### config.mk
export PLATFORM = sky130hd
export DESIGN_NAME = chan_sel_sequencer_flat
export DESIGN_NICKNAME = d
export VERILOG_FILES = /design/src/rtl/chan_sel_sequencer_pkg.sv /design/src/rtl/chan_sel_sequencer_if.sv /design/src/rtl/chan_sel_sequencer_next_enabled_idx.sv /design/src/rtl/chan_sel_sequencer.sv /design/src/flat_wrapper.sv
export SDC_FILE = /design/constraint.sdc
export NUM_CORES = 1
export LEC_CHECK = 0
export BUFFER_PORTS_ARGS = -buffer_cell sky130_fd_sc_hd__buf_2
export CAP_MARGIN = 0
export CORE_MARGIN = 3
export CORE_UTILIZATION = 52
export CTS_CLUSTER_DIAMETER = 200
export CTS_CLUSTER_SIZE = 40
export DETAILED_ROUTE_END_ITERATION = 8
export GPL_TIMING_DRIVEN = 1
export PLACE_DENSITY = 0.78
export SLEW_MARGIN = 20
export SYNTH_ARGS = -nofsm -noshare
export SYNTH_HDL_FRONTEND = slang
export SYNTH_SLANG_ARGS = --single-unit
### constraint.sdc
create_clock -name clk -period 3.4 [get_ports clk]
set_input_delay 0.68 -clock clk [delete_from_list [all_inputs] [get_ports clk]]
set_output_delay 0.68 -clock clk [all_outputs]
set_load 0.03 [all_outputs]
### src/rtl/chan_sel_sequencer_pkg.sv
// Shared constants and state encoding for the channel-select sequencer.
package chan_sel_pkg;

  // Index width is also the downstream one-hot decoder's input width.
  localparam int IDX_W   = 3;
  localparam int N_CH    = 1 << IDX_W;
  localparam int DWELL_W = 8;

  typedef enum logic [1:0] {
    IDLE = 2'd0,
    HOLD = 2'd1,
    RUN  = 2'd2
  } state_t;

endpackage

### src/rtl/chan_sel_sequencer_if.sv
// Manual index-load handshake between a controller and the sequencer.
interface chan_sel_sequencer_if;
  import chan_sel_pkg::*;

  logic             load_valid;
  logic [IDX_W-1:0] load_idx;
  logic             load_ready;

  modport master (output load_valid, output load_idx, input load_ready);
  modport slave  (input load_valid, input load_idx, output load_ready);

endinterface

### src/rtl/chan_sel_sequencer_next_enabled_idx.sv
// Finds the first enabled channel after idx, searching upward modulo N_CH.
// Rotating the mask so that bit 0 corresponds to idx+1 turns the circular
// search into a plain lowest-set-bit priority encode.
module next_enabled_idx
  import chan_sel_pkg::*;
(
  input  logic [IDX_W-1:0] idx,
  input  logic [N_CH-1:0]  mask,
  output logic [IDX_W-1:0] next_idx,
  output logic             wrapped,
  output logic             none
);

  logic [2*N_CH-1:0] mask_x2;
  logic [IDX_W:0]    shamt;
  logic [N_CH-1:0]   rot;
  logic [IDX_W-1:0]  ofs;

  // Rotate, priority-encode the offset, and map it back to an absolute index.
  always_comb begin
    mask_x2 = {mask, mask};
    shamt   = {1'b0, idx} + (IDX_W+1)'(1);
    rot     = mask_x2[shamt +: N_CH];
    ofs     = '0;
    for (int k = N_CH - 1; k >= 0; k--) begin
      if (rot[k]) ofs = IDX_W'(k);
    end
    next_idx = idx + IDX_W'(1) + ofs;
    wrapped  = (next_idx <= idx);
    none     = (mask == '0);
  end

endmodule

### src/rtl/chan_sel_sequencer.sv
// Channel-select sequencer: produces the 3-bit index feeding the one-hot
// channel decoder. Scans enabled channels round-robin with a programmable
// dwell (or on explicit steps), accepts manual index loads, and flags
// wrap-around and the no-enabled-channel condition.
module chan_sel_sequencer
  import chan_sel_pkg::*;
(
  input  logic                 clk,
  input  logic                 rst,
  input  logic                 start,
  input  logic                 stop,
  input  logic                 mode,
  input  logic                 step,
  input  logic [N_CH-1:0]      ch_mask,
  input  logic [DWELL_W-1:0]   dwell,
  chan_sel_sequencer_if.slave  load,
  output logic [IDX_W-1:0]     idx,
  output logic                 idx_valid,
  output logic                 wrap,
  output logic                 err,
  output logic                 busy
);

  state_t             state_q, state_d;
  logic [IDX_W-1:0]   idx_q, idx_d;
  logic               vld_q, vld_d;
  logic               wrap_q, wrap_d;
  logic               err_q, err_d;
  logic               busy_q;
  logic [DWELL_W-1:0] cnt_q, cnt_d;
  logic               advance;

  logic [IDX_W-1:0]   search_from;
  logic [IDX_W-1:0]   nx_idx;
  logic               nx_wrapped;
  logic               nx_none;

  // In IDLE the search starts just "before" channel 0 so it returns the
  // lowest enabled channel; in RUN it continues from the current index.
  // The two uses are never needed in the same cycle, so one searcher suffices.
  assign search_from = (state_q == RUN) ? idx_q : IDX_W'(N_CH - 1);

  next_enabled_idx u_next (
    .idx      (search_from),
    .mask     (ch_mask),
    .next_idx (nx_idx),
    .wrapped  (nx_wrapped),
    .none     (nx_none)
  );

  assign load.load_ready = (state_q != RUN);

  assign idx       = idx_q;
  assign idx_valid = vld_q;
  assign wrap      = wrap_q;
  assign err       = err_q;
  assign busy      = busy_q;

  // Next-state and next-output decode; stop outranks start, start outranks load.
  always_comb begin
    state_d = state_q;
    idx_d   = idx_q;
    vld_d   = vld_q;
    wrap_d  = 1'b0;
    err_d   = 1'b0;
    cnt_d   = cnt_q;
    advance = 1'b0;
    case (state_q)
      IDLE: begin
        if (!stop) begin
          if (start) begin
            if (nx_none) begin
              err_d = 1'b1;
            end else begin
              state_d = RUN;
              idx_d   = nx_idx;
              vld_d   = 1'b1;
              cnt_d   = dwell;
            end
          end else if (load.load_valid) begin
            state_d = HOLD;
            idx_d   = load.load_idx;
            vld_d   = 1'b1;
          end
        end
      end
      HOLD: begin
        if (stop) begin
          state_d = IDLE;
          vld_d   = 1'b0;
        end else if (start) begin
          state_d = RUN;
          cnt_d   = dwell;
        end else if (load.load_valid) begin
          idx_d = load.load_idx;
        end
      end
      RUN: begin
        if (stop) begin
          state_d = IDLE;
          vld_d   = 1'b0;
        end else begin
          // Auto mode holds each channel dwell+1 cycles; step mode ignores cnt.
          advance = mode ? step : (cnt_q == '0);
          if (!mode && cnt_q != '0) cnt_d = cnt_q - DWELL_W'(1);
          if (advance) begin
            if (nx_none) begin
              state_d = IDLE;
              vld_d   = 1'b0;
              err_d   = 1'b1;
            end else begin
              idx_d  = nx_idx;
              wrap_d = nx_wrapped;
              if (!mode) cnt_d = dwell;
            end
          end
        end
      end
      default: begin
        state_d = IDLE;
        vld_d   = 1'b0;
      end
    endcase
  end

  // State, dwell counter and registered outputs.
  always_ff @(posedge clk) begin
    if (rst) begin
      state_q <= IDLE;
      idx_q   <= '0;
      vld_q   <= 1'b0;
      wrap_q  <= 1'b0;
      err_q   <= 1'b0;
      busy_q  <= 1'b0;
      cnt_q   <= '0;
    end else begin
      state_q <= state_d;
      idx_q   <= idx_d;
      vld_q   <= vld_d;
      wrap_q  <= wrap_d;
      err_q   <= err_d;
      busy_q  <= (state_d == RUN);
      cnt_q   <= cnt_d;
    end
  end

endmodule

### src/flat_wrapper.sv
// flat-port wrapper written by rule: the top's interface ports become plain ports
module chan_sel_sequencer_flat import chan_sel_pkg::*;
  (clk, rst, start, stop, mode, step, ch_mask, dwell, idx, idx_valid, wrap, err, busy, load_load_valid, load_load_idx, load_load_ready);
  chan_sel_sequencer_if load_i ();
  input  logic clk;
  input  logic rst;
  input  logic start;
  input  logic stop;
  input  logic mode;
  input  logic step;
  input  logic [N_CH-1:0] ch_mask;
  input  logic [DWELL_W-1:0] dwell;
  output logic [IDX_W-1:0] idx;
  output logic idx_valid;
  output logic wrap;
  output logic err;
  output logic busy;
  input wire logic [$bits(load_i.load_valid)-1:0] load_load_valid;
  input wire logic [$bits(load_i.load_idx)-1:0] load_load_idx;
  output wire logic [$bits(load_i.load_ready)-1:0] load_load_ready;
  assign load_i.load_valid = load_load_valid;
  assign load_i.load_idx = load_load_idx;
  assign load_load_ready = load_i.load_ready;
  chan_sel_sequencer u_core (.clk(clk), .rst(rst), .start(start), .stop(stop), .mode(mode), .step(step), .ch_mask(ch_mask), .dwell(dwell), .load(load_i), .idx(idx), .idx_valid(idx_valid), .wrap(wrap), .err(err), .busy(busy));
endmodule
Yosys cells after proc, flatten, opt, wreduce, memory -nomap -nowiden
Cells that the tools add are included.
{"block": "word_totals", "out_inout_bits": 8, "register_bits": 17, "in_bits": 26, "elab_cells": 98}
{"block": "op_classes", "n_shift": 1, "n_addsub": 4, "n_bitwise": 2, "n_lt_le_gt_ge": 1, "n_eq_ne": 17, "n_mux": 55, "reduce_logical": 11}
{"cell": "2-to-1 mux 8 bit", "n": 10}
{"cell": "2-to-1 mux 3 bit", "n": 17}
{"cell": "case mux 8 bit (3 select lines)", "n": 1}
{"cell": "!= test 2 bit (second input constant)", "n": 10}
{"cell": "2-to-1 mux 2 bit", "n": 9}
{"cell": "zero test 8 bit", "n": 2}
{"cell": "indexed part select 16 x 5 -> 8 bit", "n": 1}
{"cell": "2-to-1 mux 1 bit", "n": 14}
{"cell": "AND reduction 6 bit", "n": 2}
{"cell": "!= test 3 bit (second input constant)", "n": 3}
{"cell": "case mux 3 bit (3 select lines)", "n": 1}
{"cell": "nonzero test 8 bit", "n": 1}
{"cell": "subtractor 8 x 1 -> 8 bit (second input constant)", "n": 1}
{"cell": "AND reduction 7 bit", "n": 1}
{"cell": "case mux 2 bit (3 select lines)", "n": 1}
{"cell": "OR reduction 5 bit", "n": 1}
{"cell": "adder 3 x 1 -> 4 bit (second input constant)", "n": 1}
{"cell": "== test 2 bit (second input constant)", "n": 2}
{"cell": "adder 3 x 1 -> 3 bit (second input constant)", "n": 1}
{"cell": "adder 3 bit", "n": 1}
{"cell": "less-or-equal comparator 3 bit", "n": 1}
{"cell": "!= test 3 x 2 -> 1 bit (second input constant)", "n": 1}
{"cell": "case mux 1 bit (3 select lines)", "n": 1}
{"cell": "nonzero test 3 bit", "n": 1}
{"cell": "other kinds (6)", "n": 7}

Logic depth before layout (Yosys ltp)
Gate-level depths: netlist (run 1).
{"block": "logic_depth", "depth_word": 17, "depth_mapped": 20, "ltp_nobuf": 19}

Cells and area by module
From an unflattened synthesis (run 1), not the netlist that was laid out.
{"block": "unflattened", "hier_cells": 215, "hier_area_um2": 1839.3}
{"mod": "chan_sel_sequencer", "seq_area_each_um2": 340.3, "area_each_um2": 1261.2, "cells_per_inst": 157, "instances": 1}
{"mod": "next_enabled_idx", "seq_area_each_um2": 0.0, "area_each_um2": 578.1, "cells_per_inst": 58, "instances": 1}

Worst setup path after synthesis (run 1)
No wires, ideal clock.
{"block": "synth_timing", "path_kind": "reg-to-reg", "start": "register u_core.state_q[0]", "end": "register u_core.wrap_q (netlist: u_core.wrap)", "period_less_slack_ns": 3.629, "path_slack_ns": -0.229, "t_required_ns": 3.322, "setup_ns": 0.078, "arrival_time_ns": 3.551, "path_buffers": 1, "stages_incl_launch_ff": 21, "cell_sequence": "dfxtp_1 inv_1 ha_1 nand2b_1 buf_2 inv_2 a32o_1 a2111oi_0 o21ai_0 a21oi_1 o21ai_0 nand2_1 ha_1 inv_1 fa_1 xor2_1 xor2_1 ha_1 a21oi_1 a31oi_1 nor3_1"}
{"block": "synth_between", "elab_chain_len": 14, "word_cells_on_any_way": 17, "classes_between": "add/sub (3); order compare (1); eq/ne (1); shift (1); mux (9); bitwise (1); reduce/logical (1)"}
{"item": "start, declared", "line": "chan_sel_sequencer.sv:24", "rtl": "state_t state_q, state_d;"}
{"item": "start signal, assigned", "line": "chan_sel_sequencer.sv:137", "rtl": "state_q <= state_d;"}
{"item": "== test 2 bit (*)", "line": "chan_sel_sequencer.sv:41, chan_sel_sequencer.sv:68"}
{"item": "2-to-1 mux 3 bit", "line": "chan_sel_sequencer.sv:41", "rtl": "assign search_from = (state_q == RUN) ? idx_q : IDX_W'(N_CH - 1);"}
{"item": "adder 3 x 1 -> 4 bit", "line": "chan_sel_sequencer_next_enabled_idx.sv:22", "rtl": "shamt = {1'b0, idx} + (IDX_W+1)'(1);"}
{"item": "indexed part select 16 x 5 -> 8 bit", "line": "chan_sel_sequencer_next_enabled_idx.sv:23", "rtl": "rot = mask_x2[shamt +: N_CH];"}
{"item": "2-to-1 mux 3 bit (8 in series)", "line": "chan_sel_sequencer_next_enabled_idx.sv:26", "rtl": "if (rot[k]) ofs = IDX_W'(k);"}
{"item": "adder 3 bit", "line": "chan_sel_sequencer_next_enabled_idx.sv:28", "rtl": "next_idx = idx + IDX_W'(1) + ofs;"}
{"item": "less-or-equal comparator 3 bit", "line": "chan_sel_sequencer_next_enabled_idx.sv:29", "rtl": "wrapped = (next_idx <= idx);"}
{"item": "end signal, assigned", "line": "chan_sel_sequencer.sv:140", "rtl": "wrap_q <= wrap_d;"}
{"item": "end, declared", "line": "chan_sel_sequencer.sv:27", "rtl": "logic wrap_q, wrap_d;"}
Mark *: on every way between the ends. The rest lies on a longest branch, timed or not.
A chain may end at the register's enable or synchronous reset.

Worst setup path in the final report (run 1)
Same ends and word-level chain as after synthesis.

==> flow_metrics.tcl, run 1 <==
set metrics [dict create \
    firstDrtPassIters 5 \
    async_flop_share 0 \
    synth_ff_type "dfxtp_1" \
    yosys.area.top_type "dfxtp_1" \
    hp-class "flop to flop" \
    drive_gt1_frac 0.317 \
    synthesis.area_um2 2020 \
    stdcell_count 379 \
    cts_tree "yes" \
    clk_latency_ps 260 \
    ant_nets 0 \
    post-route-period-util 1.01 \
    synth.area.top_cells "dfxtp_1 17%, mux2i_1 6.4%, ha_1 6.2%" \
    ir_worst_vdd_mv 0.278 \
    worstSetupPathType "flop to flop" \
    final_nets 369 \
    grt_max_degree 21 \
    place_ws_ps -139 \
    dp_hpwl_mm 4.49 \
    syn_inst 270 \
    startpoint_type "flop" \
    setup_viol 1 \
    via_per_inst 6.15 \
    drc 0 \
    clock_skew_ps 1.30 \
    initial_core_util 0.544 \
    io_pins 34 \
    yosysWarnings 0 \
    num_vias 2329 \
    wl_per_cell_um 16.0 \
    dieArea_um2 4670 \
    power.leakage_nw 1.11 \
    clock-sinks 17 \
    yosysSeqAreaShare 0.168 \
    cp_max_fo 4 \
    max-slew-margin-rel 0.436 \
    ys_ff_latch 17 \
    core-area_um2 3720 \
    cts-root-buf "clkbuf_8" \
    cts_buffer_depth 2 \
    drv_slew 0 \
    post-place-cells 370 \
    powerDensity_nw_per_um2 359 \
    grt_pass1_wl_mm 9.67 \
    grt_pass1_vias 2092 \
    fp-row-count 22 \
    grt_setup_unrepaired "yes" \
    clk_pin_slew_ps 70 \
    antenna_cells 0 \
    synth_edf_count 0 \
    antenna_found_initial 0 \
    cap_violations 0 \
    port_buffers 33 \
    drt_first_iter_violations 238 \
    period_needed_ps 3440 \
    die_x_um 68.4 \
    synth_cell_types 60 \
    syn_area_per_cell_um2 7.49 \
    violations "negative setup slack" \
    tightest_slew_ps 835 \
    crit_required_ps 3590 \
    hold_buffers 0 \
    gp_congestion 0.923 \
    finalHoldViolCount 0 \
    areaGrowthSynthToFinish_pct 28.5 \
    setup_ws_ps -42.0 \
    overflow 0 \
    status "finished with violations" \
    endpoint_kind "flop" \
    post-route-util 0.699 \
    synth_top_area_frac 0.168 \
    cp.arrival_ps 3630 \
    cts_inserted_buffers 3 \
    fp.dieH_um 68.4 \
    fmax_mhz 291 \
    synth_fp_nets 307 \
    routed_wl_mm 6.05 \
    htree_levels 1 \
    grt_usage 0.272 \
]
cell usage after synthesis (2+ instances only):
cell / number
nand2b_1: 6
a211o_1: 2
xor2_1: 2
a211oi_1: 3
mux4_2: 4
a41oi_1: 2
ha_1: 10
dfxtp_1: 17
nor2_1: 24
or3b_2: 2
nor3b_1: 5
o32ai_1: 3
a22oi_1: 9
nand2_1: 26
inv_2: 2
o41ai_1: 2
a21oi_1: 21
and2_1: 2
or3_1: 2
nand4_1: 2
and3b_1: 3
o2bb2ai_1: 2
buf_2: 7
a31oi_1: 3
a32o_1: 4
nor4_1: 3
mux2i_1: 13
a221oi_1: 2
clkbuf_1: 7
o21ai_0: 19
nand3_1: 5
o21bai_1: 2
a2111oi_0: 3
inv_1: 15
nor2b_1: 4
nor3_1: 8
where the power goes:
part / leakage (nW) / internal (mW) / switching [mW]
combinational: 0.943 / 0.244 / 0.294
clock: 0.0228 / 0.0835 / 0.0767
sequential: 0.140 / 0.219 / 0.0173
total: 1.11 / 0.546 / 0.388
final timing paths:
kind | start | end | slack [ps] | cells after the start
hold reg to reg | flop | flop | 530 | 2
hold / removal | flop | flop | 530 | 2
setup / recovery | u_core.state_q[0]$_SDFF_PP0_ | u_core.wrap$_SDFF_PP0_ | -40 | 18
setup reg to reg | u_core.state_q[0]$_SDFF_PP0_ | u_core.wrap$_SDFF_PP0_ | -40 | 18
repair_timing:
item / in CTS / in global routing
setup endpoints to repair: 1 / 1
pin swaps: 8 / 0
endpoints found under the hold margin: 0 / 0
resized for setup: 10 / 0
setup buffers: 5 / 0
cells in the final DEF (no fill, tap or decap), drive strengths merged, types with 3 or more instances in the layout:
cell type  netlist  routed
and3b            3       3
nor4             3       3
a31oi            3       3
a22oi            9       9
nor2b            4       4
nor3             8       8
inv             17      17
nand2b           6       6
clkbuf           8       4
nand3            6       6
o31ai            3       3
o21ai           19      19
a32o             4       4
mux4             4       4
mux2i           13      13
nor2            24      24
ha              10      10
a211oi           3       3
a2111oi          3       3
nor3b            5       5
nand2           27      27
a21oi           22      22
o32ai            3       3
buf              8      73
dfxtp           17      17
through the flow:
step / setup TNS, ps / power (mW) / hold slack, ps / instance area [um2]
2_1_floorplan: 0 / 0.582 / 481 / 2060
3_5_place_dp: -139 / 0.739 / 520 / 2480
5_1_grt: -246 / 0.993 / 553 / 2600
6_report: -42.0 / 0.934 / 527 / 2600
3_3_place_gp: -66.2 / 0.729 / 512 / 2480
4_1_cts: -19.5 / 0.927 / 530 / 2600
per-layer routing:
layer,vias to the layer above,wire length [um],global-route usage
li1,1137,-,-
met5,-,0,0
met1,1067,2640,0.350
met3,19,376,0.0296
met4,0,175,0.127
met2,106,2860,0.450
logic make-up (layout without fill, tap and decap cells):
group / after synthesis / after routing / share of synthesized area
AOI/OAI and AO/OA: 91 / 91 / 0.321
adders and majority gates: 11 / 11 / 0.0718
buffers and inverters: 33 / 94 / 0.0681
and+or+nand+nor: 98 / 98 / 0.249
xor gates and xnor gates: 3 / 3 / 0.0130
muxes: 17 / 17 / 0.109
DFF: 17 / 17 / 0.168
area by class of cell:
cell class                      instances  area, um2
Inverter                               17       66.3
Multi-Input combinational cell        220       1610
Sequential cell                        17        344
Tap cell                               48       60.1
Clock buffer                            4       45.0
Fill cell                             311       1120
Timing Repair Buffer                   73        478
critical path, stage by stage, from the launching register on:
cell	delay (ps)
dfxtp_2	330
inv_2	70
ha_4	140
and2b_2	210
mux4_2	520
a21oi_2	150
o21ai_1	80
a21oi_1	130
o21ai_1	70
nand2_1	110
ha_1	150
inv_1	50
fa_2	390
xor2_2	160
xor2_1	170
ha_1	310
a21oi_1	140
a31oi_1	50
nor3_1	120
No activity file was read; power rests on OpenSTA's default activity.
==> run 2, diff against run 1 <==
--- a/config.mk
+++ b/config.mk
@@ -8,13 +8,13 @@
 export BUFFER_PORTS_ARGS = -buffer_cell sky130_fd_sc_hd__buf_2
 export CAP_MARGIN = 0
 export CORE_MARGIN = 3
-export CORE_UTILIZATION = 52
+export CORE_UTILIZATION = 57
 export CTS_CLUSTER_DIAMETER = 200
 export CTS_CLUSTER_SIZE = 40
 export DETAILED_ROUTE_END_ITERATION = 8
 export GPL_TIMING_DRIVEN = 1
-export PLACE_DENSITY = 0.78
-export SLEW_MARGIN = 20
+export PLACE_DENSITY = 0.81
+export SLEW_MARGIN = 10
 export SYNTH_ARGS = -nofsm -noshare
 export SYNTH_HDL_FRONTEND = slang
 export SYNTH_SLANG_ARGS = --single-unit
==> constraint.sdc (replaced) <==
create_clock -name clk -period 3.64 [get_ports clk]
set_input_delay 0.728 -clock clk [delete_from_list [all_inputs] [get_ports clk]]
set_output_delay 0.728 -clock clk [all_outputs]
set_load 0.03 [all_outputs]
==> flow_metrics.tcl, run 2 (synthesis gave the netlist of run 1 again) <==
set metrics [dict create \
    status "finished, final reports clean" \
    met3_usage 0.0444 \
    hp-class "flop to flop" \
    clockPowerShare 0.132 \
    gp_congestion 0.922 \
    powerDensity_nw_per_um2 329 \
    crit_required_ps 3870 \
    initial_core_util 0.597 \
    power.leakage_nw 1.06 \
    critical_path.cell_chain "and2b_2 -> inv_4 -> buf_4 -> mux4_2 -> mux2i_2 -> o21ai_1 -> nand2_1 -> ha_1 -> inv_1 -> fa_2 -> xor2_2 -> xor2_1 -> ha_1 -> a21oi_2 -> a31oi_1 -> nor3_1" \
    drive_gt1_frac 0.309 \
    grt_usage 0.293 \
    top_usage_layer "met2" \
    htree_levels 1 \
    cap_violations 0 \
    dp_hpwl_mm 4.46 \
    clk_pin_slew_ps 110 \
    drv_slew 0 \
    setup_ws_ps 80.8 \
    setup_viol 0 \
    antenna_found_initial 0 \
    slowest_stage "mux4_2" \
    cp_max_fo 6 \
    finalHoldViolCount 0 \
    wl_per_cell_um 16.4 \
    grt_max_degree 18 \
    io_pins 34 \
    num_vias 2319 \
    max_stage_delay_ps 510 \
    max-slew-margin-rel 0.264 \
    p_int_uw 463 \
    cts_buffer_depth 2 \
    multiInputGateArea_um2 1600 \
    fmax_mhz 281 \
    core-area_um2 3390 \
    pwr-share-seq 0.271 \
    post-route-period-util 0.978 \
    ant_nets 0 \
    clk_latency_ps 300 \
    overflow 0 \
    p_comb_frac 0.597 \
    place_ws_ps -139 \
    crit_top_cell "ha_1" \
    r2r_slack_ps 80 \
    post-route-util 0.741 \
    p_sw_uw 363 \
    die_x_um 65.6 \
    routed_wl_mm 6.08 \
    fin_total_pwr_uw 826 \
    met2_usage 0.480 \
    n_fill_cell 270 \
    antenna_cells 0 \
    period_needed_ps 3560 \
    dieArea_um2 4300 \
    tightest_slew_ps 1090 \
    fp.dieH_um 65.6 \
    regArea_um2 343 \
    via_per_inst 6.27 \
    grt_pass1_vias 2169 \
    swShare 0.439 \
    areaGrowthSynthToFinish_pct 24.2 \
    startpoint_type "flop" \
    clock-sinks 17 \
    hold_buffers 0 \
    grt_pass1_wl_mm 9.98 \
    worstSetupPathType "flop to flop" \
    cts-root-buf "clkbuf_4" \
    drc 0 \
    cts_tree "yes" \
    clock_skew_ps 7.61 \
    endpoint_kind "flop" \
    ir_worst_vdd_mv 0.226 \
    port_buffers 33 \
    firstDrtPassIters 5 \
    final_nets 362 \
    layout_common_cells "33 x buf_2, 33 x buf_4, 26 x nand2_1" \
    drt_first_iter_violations 304 \
    fp-row-count 21 \
    cp.arrival_ps 3790 \
    finalSetupTns_ps 0 \
    cts_inserted_buffers 3 \
    use_met1 0.396 \
    whs_ps 534 \
]
## run 2: final cells by class
cell class,count,area share
sequential,17,0.137
inverter,17,0.0264
clock inverter,1,0.00199
timing repair buffer,66,0.164
tap,46,0.0229
multi-input combinational,220,0.639
clock buffer,3,0.00897
## run 2: routing by layer
metal	up-vias	part of all wire	wire (um)
met5	-	0	0
met4	0	0.014	84
met3	10	0.074	449
met2	108	0.49	2980
met1	1080	0.42	2560
li1	1121	-	-
## run 2: worst paths after layout
check,startpoint,endpoint,depth (start not counted)
hold reg to reg,u_core.cnt_q[1]$_SDFFE_PP0P_,u_core.cnt_q[1]$_SDFFE_PP0P_,2
setup / recovery,u_core.idx[0]$_SDFFE_PP0P_,u_core.wrap$_SDFF_PP0_,16
setup reg to reg,u_core.idx[0]$_SDFFE_PP0P_,u_core.wrap$_SDFF_PP0_,16
hold / removal,u_core.cnt_q[1]$_SDFFE_PP0P_,u_core.cnt_q[1]$_SDFFE_PP0P_,2
## run 2: worst max-delay path: cells and delay by family, from the launching register on
| family | cells | cell delay [ps] |
|---|---|---|
| flops | 1 | 480 |
| compound gates | 3 | 290 |
| simple gates | 3 | 570 |
| mux | 2 | 700 |
| fa+ha+maj | 3 | 790 |
| xor+xnor | 2 | 390 |
| buf+inv | 3 | 250 |
## run 2: power by group through the flow
stage,Clock (mW),Combinational (mW),Sequential (mW)
final,0.109,0.493,0.224
after global routing,0.120,0.540,0.227
after CTS,0.109,0.459,0.222
after global placement,0,0.430,0.226
after floorplan,0,0.301,0.234
after detailed placement,0,0.440,0.226
## run 2: metrics by stage
stage	std cells	instance area, um2
6_report	370	2510
4_1_cts	367	2440
5_1_grt	370	2510
3_5_place_dp	359	2370
3_3_place_gp	359	2370
2_1_floorplan	270	2020
## run 2: timing repair
action                     in CTS  in global routing
pin swaps                       1                  4
setup buffers                   4                  3
gates resized for setup         5                 14
setup endpoints to repair       1                  1
==> run 3, diff against run 2 <==
--- a/config.mk
+++ b/config.mk
@@ -14,6 +14,7 @@
 export DETAILED_ROUTE_END_ITERATION = 8
 export GPL_TIMING_DRIVEN = 1
 export PLACE_DENSITY = 0.81
+export RECOVER_POWER = 100
 export SLEW_MARGIN = 10
 export SYNTH_ARGS = -nofsm -noshare
 export SYNTH_HDL_FRONTEND = slang
==> flow_metrics.tcl, run 3 (synthesis gave the netlist of run 1 again) <==
set metrics [dict create \
    post-route-period-util 0.980 \
    overflow 0 \
    status "finished, final reports clean" \
    antenna_found_initial 0 \
    layout_common_cells "30 x buf_4, 27 x buf_2, 26 x nand2_1" \
    grt_pass1_wl_mm 9.98 \
    power.leakage_nw 1.03 \
    startpoint_type "flop" \
    period_needed_ps 3570 \
    whs_ps 534 \
    n_fill_cell 278 \
    antenna_cells 0 \
    grt_usage 0.293 \
    dp_hpwl_mm 4.46 \
    port_buffers 33 \
    via_per_inst 6.27 \
    ant_nets 0 \
    crit_required_ps 3870 \
    core-area_um2 3390 \
    powerDensity_nw_per_um2 330 \
    max-slew-margin-rel 0.272 \
    routed_wl_mm 6.10 \
    final_common_cell "buf_4" \
    firstDrtPassIters 5 \
    drc 0 \
    cts_inserted_buffers 3 \
    hp-class "flop to flop" \
    stdcell_count 370 \
    dieArea_um2 4300 \
    fmax_mhz 280 \
    initial_core_util 0.597 \
    tightest_slew_ps 1080 \
    finalSetupTns_ps 0 \
    grt_pass1_vias 2169 \
    cts_tree "yes" \
    fp.dieH_um 65.6 \
    cp_max_fo 6 \
    clk_latency_ps 300 \
    htree_levels 1 \
    drive_gt1_frac 0.281 \
    setup_viol 0 \
    fp-row-count 21 \
    clock-sinks 17 \
    drv_slew 0 \
    hold_buffers 0 \
    worstSetupPathType "flop to flop" \
    drt_first_iter_violations 258 \
    die_x_um 65.6 \
    finalHoldViolCount 0 \
    ir_worst_vdd_mv 0.225 \
    cts-root-buf "clkbuf_4" \
    clk_pin_slew_ps 110 \
    gp_congestion 0.922 \
    post-place-cells 359 \
    endpoint_kind "flop" \
    cap_violations 0 \
    wl_per_cell_um 16.5 \
    final_nets 362 \
    areaGrowthSynthToFinish_pct 22.8 \
    cts_buffer_depth 2 \
    cp.arrival_ps 3800 \
    num_vias 2319 \
    grt_max_degree 18 \
    clock_skew_ps 7.99 \
    io_pins 34 \
]
run 3: changes by cell type in the layout (fill, tap and decap cells not counted), moves of 2 or more:
| cell | previous run | this run |
|---|---|---|
| and2_1 | 2 | 0 |
| clkbuf_1 | 0 | 8 |
| buf_2 | 33 | 27 |
| buf_4 | 33 | 30 |
| and2_0 | 0 | 2 |
run 3: path summary, 6_finish.rpt:
| check | startpoint | depth (start not counted) | slack, ps | end |
|---|---|---|---|---|
| worst max-delay path | u_core.idx[0]$_SDFFE_PP0P_ | 16 | 70 | u_core.wrap$_SDFF_PP0_ |
| worst min-delay path | u_core.cnt_q[1]$_SDFFE_PP0P_ | 2 | 530 | u_core.cnt_q[1]$_SDFFE_PP0P_ |
| worst max register to register | u_core.idx[0]$_SDFFE_PP0P_ | 16 | 70 | u_core.wrap$_SDFF_PP0_ |
| worst min register to register | u_core.cnt_q[1]$_SDFFE_PP0P_ | 2 | 530 | u_core.cnt_q[1]$_SDFFE_PP0P_ |
run 3: worst max-delay path: stages (launching register included):
cell     delay [ps]
dfxtp_1         490
and2b_2         300
inv_4            80
buf_4           110
mux4_2          500
mux2i_2         200
o21ai_1         130
nand2_1         120
ha_1            160
inv_1            70
fa_2            360
xor2_2          210
xor2_1          180
ha_1            270
a21oi_2         120
a31oi_1          50
nor3_1          150
run 3: area by class of cell:
cell class	instances	area [um2]	share of cell area
tap	46	57.6	0.0232
multi-input combinational	220	1590	0.641
sequential	17	343	0.138
inverter	17	66.3	0.0267
clock inverter	1	5.00	0.00202
timing repair buffer	66	398	0.160
clock buffer	3	22.5	0.00907
run 3: timing repair:
action	CTS	global route
resized for setup	5	14
gates cloned	0	0
pin swaps	1	4
buffers inserted	4	3
endpoints found under the hold margin	0	0
endpoints found under the setup margin	1	1
run 3: through the flow:
step / setup WS [ps] / util / instance area [um2] / power (mW)
final: 73.2 / 0.732 / 2480 / 0.819
after global routing: -53.9 / 0.732 / 2480 / 0.878
after CTS: 23.6 / 0.721 / 2440 / 0.791
after detailed placement: -139 / 0.698 / 2370 / 0.666
after global placement: 6.55 / 0.698 / 2370 / 0.656
after floorplan: 10.9 / - / 2020 / 0.535
run 3: where the power goes:
group	internal [mW]	switching (mW)	leakage [nW]
clock	0.0410	0.0680	0.0177
sequential	0.204	0.0203	0.140
combinational	0.214	0.272	0.870
total	0.459	0.361	1.03
run 3: metal layers:
| layer | GRT usage | vias to the layer above | routed length (um) |
|---|---|---|---|
| met2 | 0.480 | 119 | 2990 |
| met5 | 0 | - | 0 |
| met4 | 0.0855 | 0 | 94 |
| met3 | 0.0444 | 12 | 434 |
| met1 | 0.396 | 1072 | 2590 |
| li1 | - | 1116 | - |
